`src/rtl/if_fetch_stage_pkg.sv`:
```
// Shared constants for the instruction-fetch stage.
//   IfPcWidth   : PC / instruction-memory address width
//   IfInstWidth : instruction word width
//   IfNopInst   : bubble encoding presented to decode when the IF/ID bundle is invalid
package if_fetch_stage_pkg;

  localparam int unsigned IfPcWidth   = 32;
  localparam int unsigned IfInstWidth = 32;
  localparam logic [IfInstWidth-1:0] IfNopInst = 32'h0000_0013;

endpackage

```
`src/rtl/if_fetch_stage.sv`:
```
// Instruction-fetch stage sitting directly after the PC generator.
// Issues reads to a synchronous instruction memory (data returns one cycle after
// imem_en), pairs each returning word with the PC it was fetched from, and presents a
// registered IF/ID bundle to decode. A one-entry hold buffer catches the single response
// that can land while decode is stalled; pc_jump squashes wrong-path fetches.
// Ports:
//   clk, rst           clock, synchronous active-high reset
//   work_ena           core enable; low = no new fetches
//   stall              hold IF/ID, issue nothing new
//   pc_jump, pc_target redirect this cycle to pc_target (flushes in-flight work)
//   pc                 sequential fetch PC
//   imem_en/imem_addr  memory read request
//   imem_rdata         memory read data (one cycle after the request)
//   id_valid/id_pc/id_inst  registered IF/ID bundle
import if_fetch_stage_pkg::*;

module if_fetch_stage #(
  parameter int unsigned               PC_WIDTH   = IfPcWidth,
  parameter int unsigned               INST_WIDTH = IfInstWidth,
  parameter logic [INST_WIDTH-1:0]     NOP_INST   = IfNopInst
) (
  input  logic                  clk,
  input  logic                  rst,
  input  logic                  work_ena,
  input  logic                  stall,
  input  logic                  pc_jump,
  input  logic [PC_WIDTH-1:0]   pc_target,
  input  logic [PC_WIDTH-1:0]   pc,
  output logic                  imem_en,
  output logic [PC_WIDTH-1:0]   imem_addr,
  input  logic [INST_WIDTH-1:0] imem_rdata,
  output logic                  id_valid,
  output logic [PC_WIDTH-1:0]   id_pc,
  output logic [INST_WIDTH-1:0] id_inst
);

  // Request tracker: remembers which address the word on imem_rdata belongs to.
  logic                  req_vld_q, req_vld_d;
  logic [PC_WIDTH-1:0]   req_pc_q, req_pc_d;

  // Hold buffer for the response that arrives during a stall.
  logic                  hold_vld_q, hold_vld_d;
  logic [PC_WIDTH-1:0]   hold_pc_q, hold_pc_d;
  logic [INST_WIDTH-1:0] hold_inst_q, hold_inst_d;

  logic                  id_valid_q, id_valid_d;
  logic [PC_WIDTH-1:0]   id_pc_q, id_pc_d;
  logic [INST_WIDTH-1:0] id_inst_q, id_inst_d;

  always_comb begin
    imem_addr = pc_jump ? pc_target : pc;
    // A redirect overrides stall so the target fetch is never lost.
    imem_en   = ~rst & work_ena & (pc_jump | ~stall);
  end

  always_comb begin
    req_vld_d   = imem_en;
    req_pc_d    = imem_addr;
    hold_vld_d  = hold_vld_q;
    hold_pc_d   = hold_pc_q;
    hold_inst_d = hold_inst_q;
    id_valid_d  = id_valid_q;
    id_pc_d     = id_pc_q;
    id_inst_d   = id_inst_q;

    if (pc_jump) begin
      // Wrong path: drop held and in-flight responses, present a bubble.
      id_valid_d = 1'b0;
      id_inst_d  = NOP_INST;
      hold_vld_d = 1'b0;
    end else if (stall) begin
      // No request goes out while stalled, so at most one response can land here.
      if (req_vld_q) begin
        hold_vld_d  = 1'b1;
        hold_pc_d   = req_pc_q;
        hold_inst_d = imem_rdata;
      end
    end else if (hold_vld_q) begin
      id_valid_d = 1'b1;
      id_pc_d    = hold_pc_q;
      id_inst_d  = hold_inst_q;
      hold_vld_d = 1'b0;
    end else if (req_vld_q) begin
      id_valid_d = 1'b1;
      id_pc_d    = req_pc_q;
      id_inst_d  = imem_rdata;
    end else begin
      id_valid_d = 1'b0;
      id_inst_d  = NOP_INST;
    end
  end

  always_ff @(posedge clk) begin
    if (rst) begin
      req_vld_q   <= 1'b0;
      req_pc_q    <= '0;
      hold_vld_q  <= 1'b0;
      hold_pc_q   <= '0;
      hold_inst_q <= NOP_INST;
      id_valid_q  <= 1'b0;
      id_pc_q     <= '0;
      id_inst_q   <= NOP_INST;
    end else begin
      req_vld_q   <= req_vld_d;
      req_pc_q    <= req_pc_d;
      hold_vld_q  <= hold_vld_d;
      hold_pc_q   <= hold_pc_d;
      hold_inst_q <= hold_inst_d;
      id_valid_q  <= id_valid_d;
      id_pc_q     <= id_pc_d;
      id_inst_q   <= id_inst_d;
    end
  end

  assign id_valid = id_valid_q;
  assign id_pc    = id_pc_q;
  assign id_inst  = id_inst_q;

`ifndef SYNTHESIS
  // The hold buffer drains before a new response can arrive once the stall lifts.
  hold_req_exclusive: assert property (@(posedge clk) disable iff (rst)
    !(hold_vld_q && req_vld_q && !stall));
`endif

endmodule

```
`config.mk`:
```
export PLATFORM = sky130hd
export DESIGN_NAME = if_fetch_stage
export DESIGN_NICKNAME = d
export VERILOG_FILES = /design/src/rtl/if_fetch_stage_pkg.sv /design/src/rtl/if_fetch_stage.sv
export SDC_FILE = /design/constraint.sdc
export NUM_CORES = 1
export LEC_CHECK = 0
export BUFFER_PORTS_ARGS = -buffer_cell sky130_fd_sc_hd__buf_2
export CAP_MARGIN = 20
export CORE_ASPECT_RATIO = 1.2
export CORE_MARGIN = 2
export CORE_UTILIZATION = 40
export CTS_CLUSTER_DIAMETER = 60
export DETAILED_ROUTE_END_ITERATION = 10
export PLACE_DENSITY = 0.62
export REMOVE_ABC_BUFFERS = 1
export SYNTH_ARGS = -nofsm -noshare
export SYNTH_HDL_FRONTEND = slang
export SYNTH_SLANG_ARGS = --single-unit
```
`constraint.sdc`:
```
create_clock -name clk -period 1.56 [get_ports clk]
set_clock_uncertainty 0.15 [all_clocks]
set_input_delay 0.234 -clock clk [delete_from_list [all_inputs] [get_ports clk]]
set_output_delay 0.234 -clock clk [all_outputs]
set_load 0.01 [all_outputs]
```
==> results.sh <==
export IMPL_status="finished clean"
export IMPL_worstMarginPinSlew_ns=0.541
export IMPL_nets=1007
export IMPL_synthSimpleGateAreaFrac=0.170
export IMPL_syn2layout_area_growth_pct=34.3
export IMPL_finalCritPeriodShare=0.963
export IMPL_cp_max_fo=21
export IMPL_die_x_um=121
export IMPL_fillCellCount=1479
export IMPL_firstDrtPassIters=4
export IMPL_cts_tree="built"
export IMPL_wl_met1_mm=7.67
export IMPL_fmax_mhz=665
export IMPL_power_total_mw=9.68
export IMPL_reg2reg_depth=4
export IMPL_clock_sinks=163
export IMPL_cp_end_kind="output pin"
export IMPL_ir_worst_vdd_mv=0.697
export IMPL_rows=51
export IMPL_synthXorXnorAreaFrac=0
export IMPL_dr_max_layer_used="met4"
export IMPL_synth_area_per_cell_um2=9.51
export IMPL_ant_nets=0
export IMPL_initial_utilization=0.407
export IMPL_synth_area_um2=6580
export IMPL_hold_violations=0
export IMPL_synth_warnings=0
export IMPL_setup_viol=0
export IMPL_numPortBuffers=198
export IMPL_whs_path_depth=3
export IMPL_fp_dieH_um=144
export IMPL_drc=0
export IMPL_cts_buffer_depth=2
export IMPL_ys_seq_elements=163
export IMPL_final_common_cell="buf_2"
export IMPL_layout_common_cells="buf_2 (197), dfxtp_1 (162), nand2_1 (128)"
export IMPL_antenna_found_initial=0
export IMPL_synth_distinct_cells=27
export IMPL_p_leak_nw=3.49
export IMPL_slew_headroom=0.639
export IMPL_grt_pass1_vias=5284
export IMPL_grt_pass1_wl_mm=26.3
export IMPL_ff_latch_area_um2=3270
export IMPL_path_class="in -> out"
export IMPL_io_pins=199
export IMPL_met2WireLength_mm=7.24
export IMPL_clk_latency_ns=0.42
export IMPL_synthAdderAreaFrac=0
export IMPL_final_cell_area_um2=8830
export IMPL_start_kind="input pin"
export IMPL_grt_max_degree=99
export IMPL_preCtsSetupSlack_ns=0.0491
export IMPL_synth_compound_area_frac=0.176
export IMPL_fin_ws_ns=0.0572
export IMPL_met3_length_um=968
export IMPL_yosys_mux_area_fraction=0.105
export IMPL_holdWs_ns=0.0140
export IMPL_synth_cells=692
export IMPL_fin_util=0.547
export IMPL_vias_per_cell=4.93
export IMPL_place_hpwl_mm=10.3
export IMPL_htree_levels=4
export IMPL_yosysSeqAreaShare=0.496
export IMPL_cts_buffers=17
export IMPL_final_layout_size_suffix_gt1_frac=0.348
export IMPL_grt_overflow=0
export IMPL_grt_use_total=0.187
export IMPL_rsz0062_at_grt="no"
export IMPL_arrival_ns=1.12
export IMPL_diodes=0
export IMPL_routedWlPerCell_um=14.2
export IMPL_vias=5571
export IMPL_ctsRootBufferMaster="clkbuf_16"
export IMPL_drt_iter0_markers=303
export IMPL_multiInputGateArea_um2=2970
export IMPL_fp_dieArea_um2=17500
export IMPL_hp_class="in -> reg"
export IMPL_final_max_slew_viol_count=0
export IMPL_drt_total_wl_mm=16.1
export IMPL_period_minus_slack_ns=1.50
export IMPL_p_per_area_nw_per_um2=1100
export IMPL_cap_violations=0
export IMPL_worstPathRequired_ns=1.18
export IMPL_coreArea_um2=16100
export IMPL_clk_pin_slew_ns=0.06
export IMPL_gp_congestion=0.733
export IMPL_synth_top_family_by_area="compound AO/OA/AOI/OAI gates"
export IMPL_placed_area_um2=7860
[per-layer routing]
layer  GRT usage  vias up
met5           0        -
met4      0.0661        0
met3      0.0469       16
met2       0.299      165
met1       0.246     2565
li1            -     2825
[repair_timing]
action,in CTS,in global routing
gates resized for setup,0,2
setup endpoints to repair,0,22
hold buffers,36,0
hold endpoints to repair,41,0
setup buffers,0,0
[layout make-up]
cell class              count  share of cell area
clock buffers              23              0.0541
clock inverters             9              0.0143
inverters                   1            0.000425
multi-input cells         463               0.337
flip-flops and latches    163               0.370
well taps                 212              0.0300
repair buffers            260               0.195
[path summary, 6_finish.rpt]
kind | startpoint | endpoint | slack (ns)
setup reg to reg | hold_vld_q | id_pc[0] | 0.12
setup / recovery | pc_jump | imem_addr[1] | 0.06
hold / removal | pc_target[12] | req_pc_q[12] | 0.01
hold reg to reg | req_pc_q[10] | hold_pc_q[10] | 0.30
[worst max-delay path, cell delays in order]
cell and delay, ns:
buf_2 0.18, buf_12 0.19, mux2_2 0.37, buf_2 0.14
[synthesized netlist by cell type]
library cell,n,area share
a211oi_2,30,0.057
and3_1,1,0.00095
nor2b_1,63,0.060
o22ai_1,3,0.0029
nand2b_1,1,0.00095
mux2_2,32,0.055
a21oi_1,96,0.073
dfxtp_1,163,0.50
mux2i_1,33,0.050
nor2_1,2,0.0011
nor2_2,1,0.00095
buf_2,29,0.022
and2_4,1,0.0013
nand3b_1,4,0.0046
nand2_1,128,0.073
and3b_1,1,0.0013
a211oi_1,2,0.0023
inv_1,1,0.00057
o21ai_0,3,0.0023
a221oi_1,29,0.039
nor3b_1,2,0.0023
nor3_1,29,0.022
or2_1,2,0.0019
buf_4,8,0.0091
buf_6,4,0.0068
buf_1,1,0.00057
clkbuf_1,23,0.013
[stage by stage]
stage	instances	TNS, ns
2_1_floorplan	627	-151.36
3_3_place_gp	1063	0
3_5_place_dp	1063	0
4_1_cts	1131	0
5_1_grt	1131	0
6_report	1131	0
[flip-flops by register name, indices dropped and copies added (netlist names)]
register     cells
hold_inst_q     32
hold_pc_q       32
id_inst         32
id_pc           32
req_pc_q        32
hold_vld_q       1
id_valid         1
req_vld_q        1
[where the power goes]
group | internal (mW) | switching, mW | leakage, nW | total (mW)
Sequential | 4.30 | 0.0710 | 1.33 | 4.37
Combinational | 0.522 | 0.525 | 1.87 | 1.05
Clock | 2.64 | 1.63 | 0.293 | 4.27
Total | 7.46 | 2.22 | 3.49 | 9.68
[cell families after synthesis]
| kind of cell | count (synthesis) |
|---|---|
| AND/OR/NAND/NOR | 235 |
| AO/OA/AOI/OAI | 163 |
| flip-flops | 163 |
| buffers and inverters | 66 |
| multiplexers | 65 |
Power figures use the tool's default switching activity.
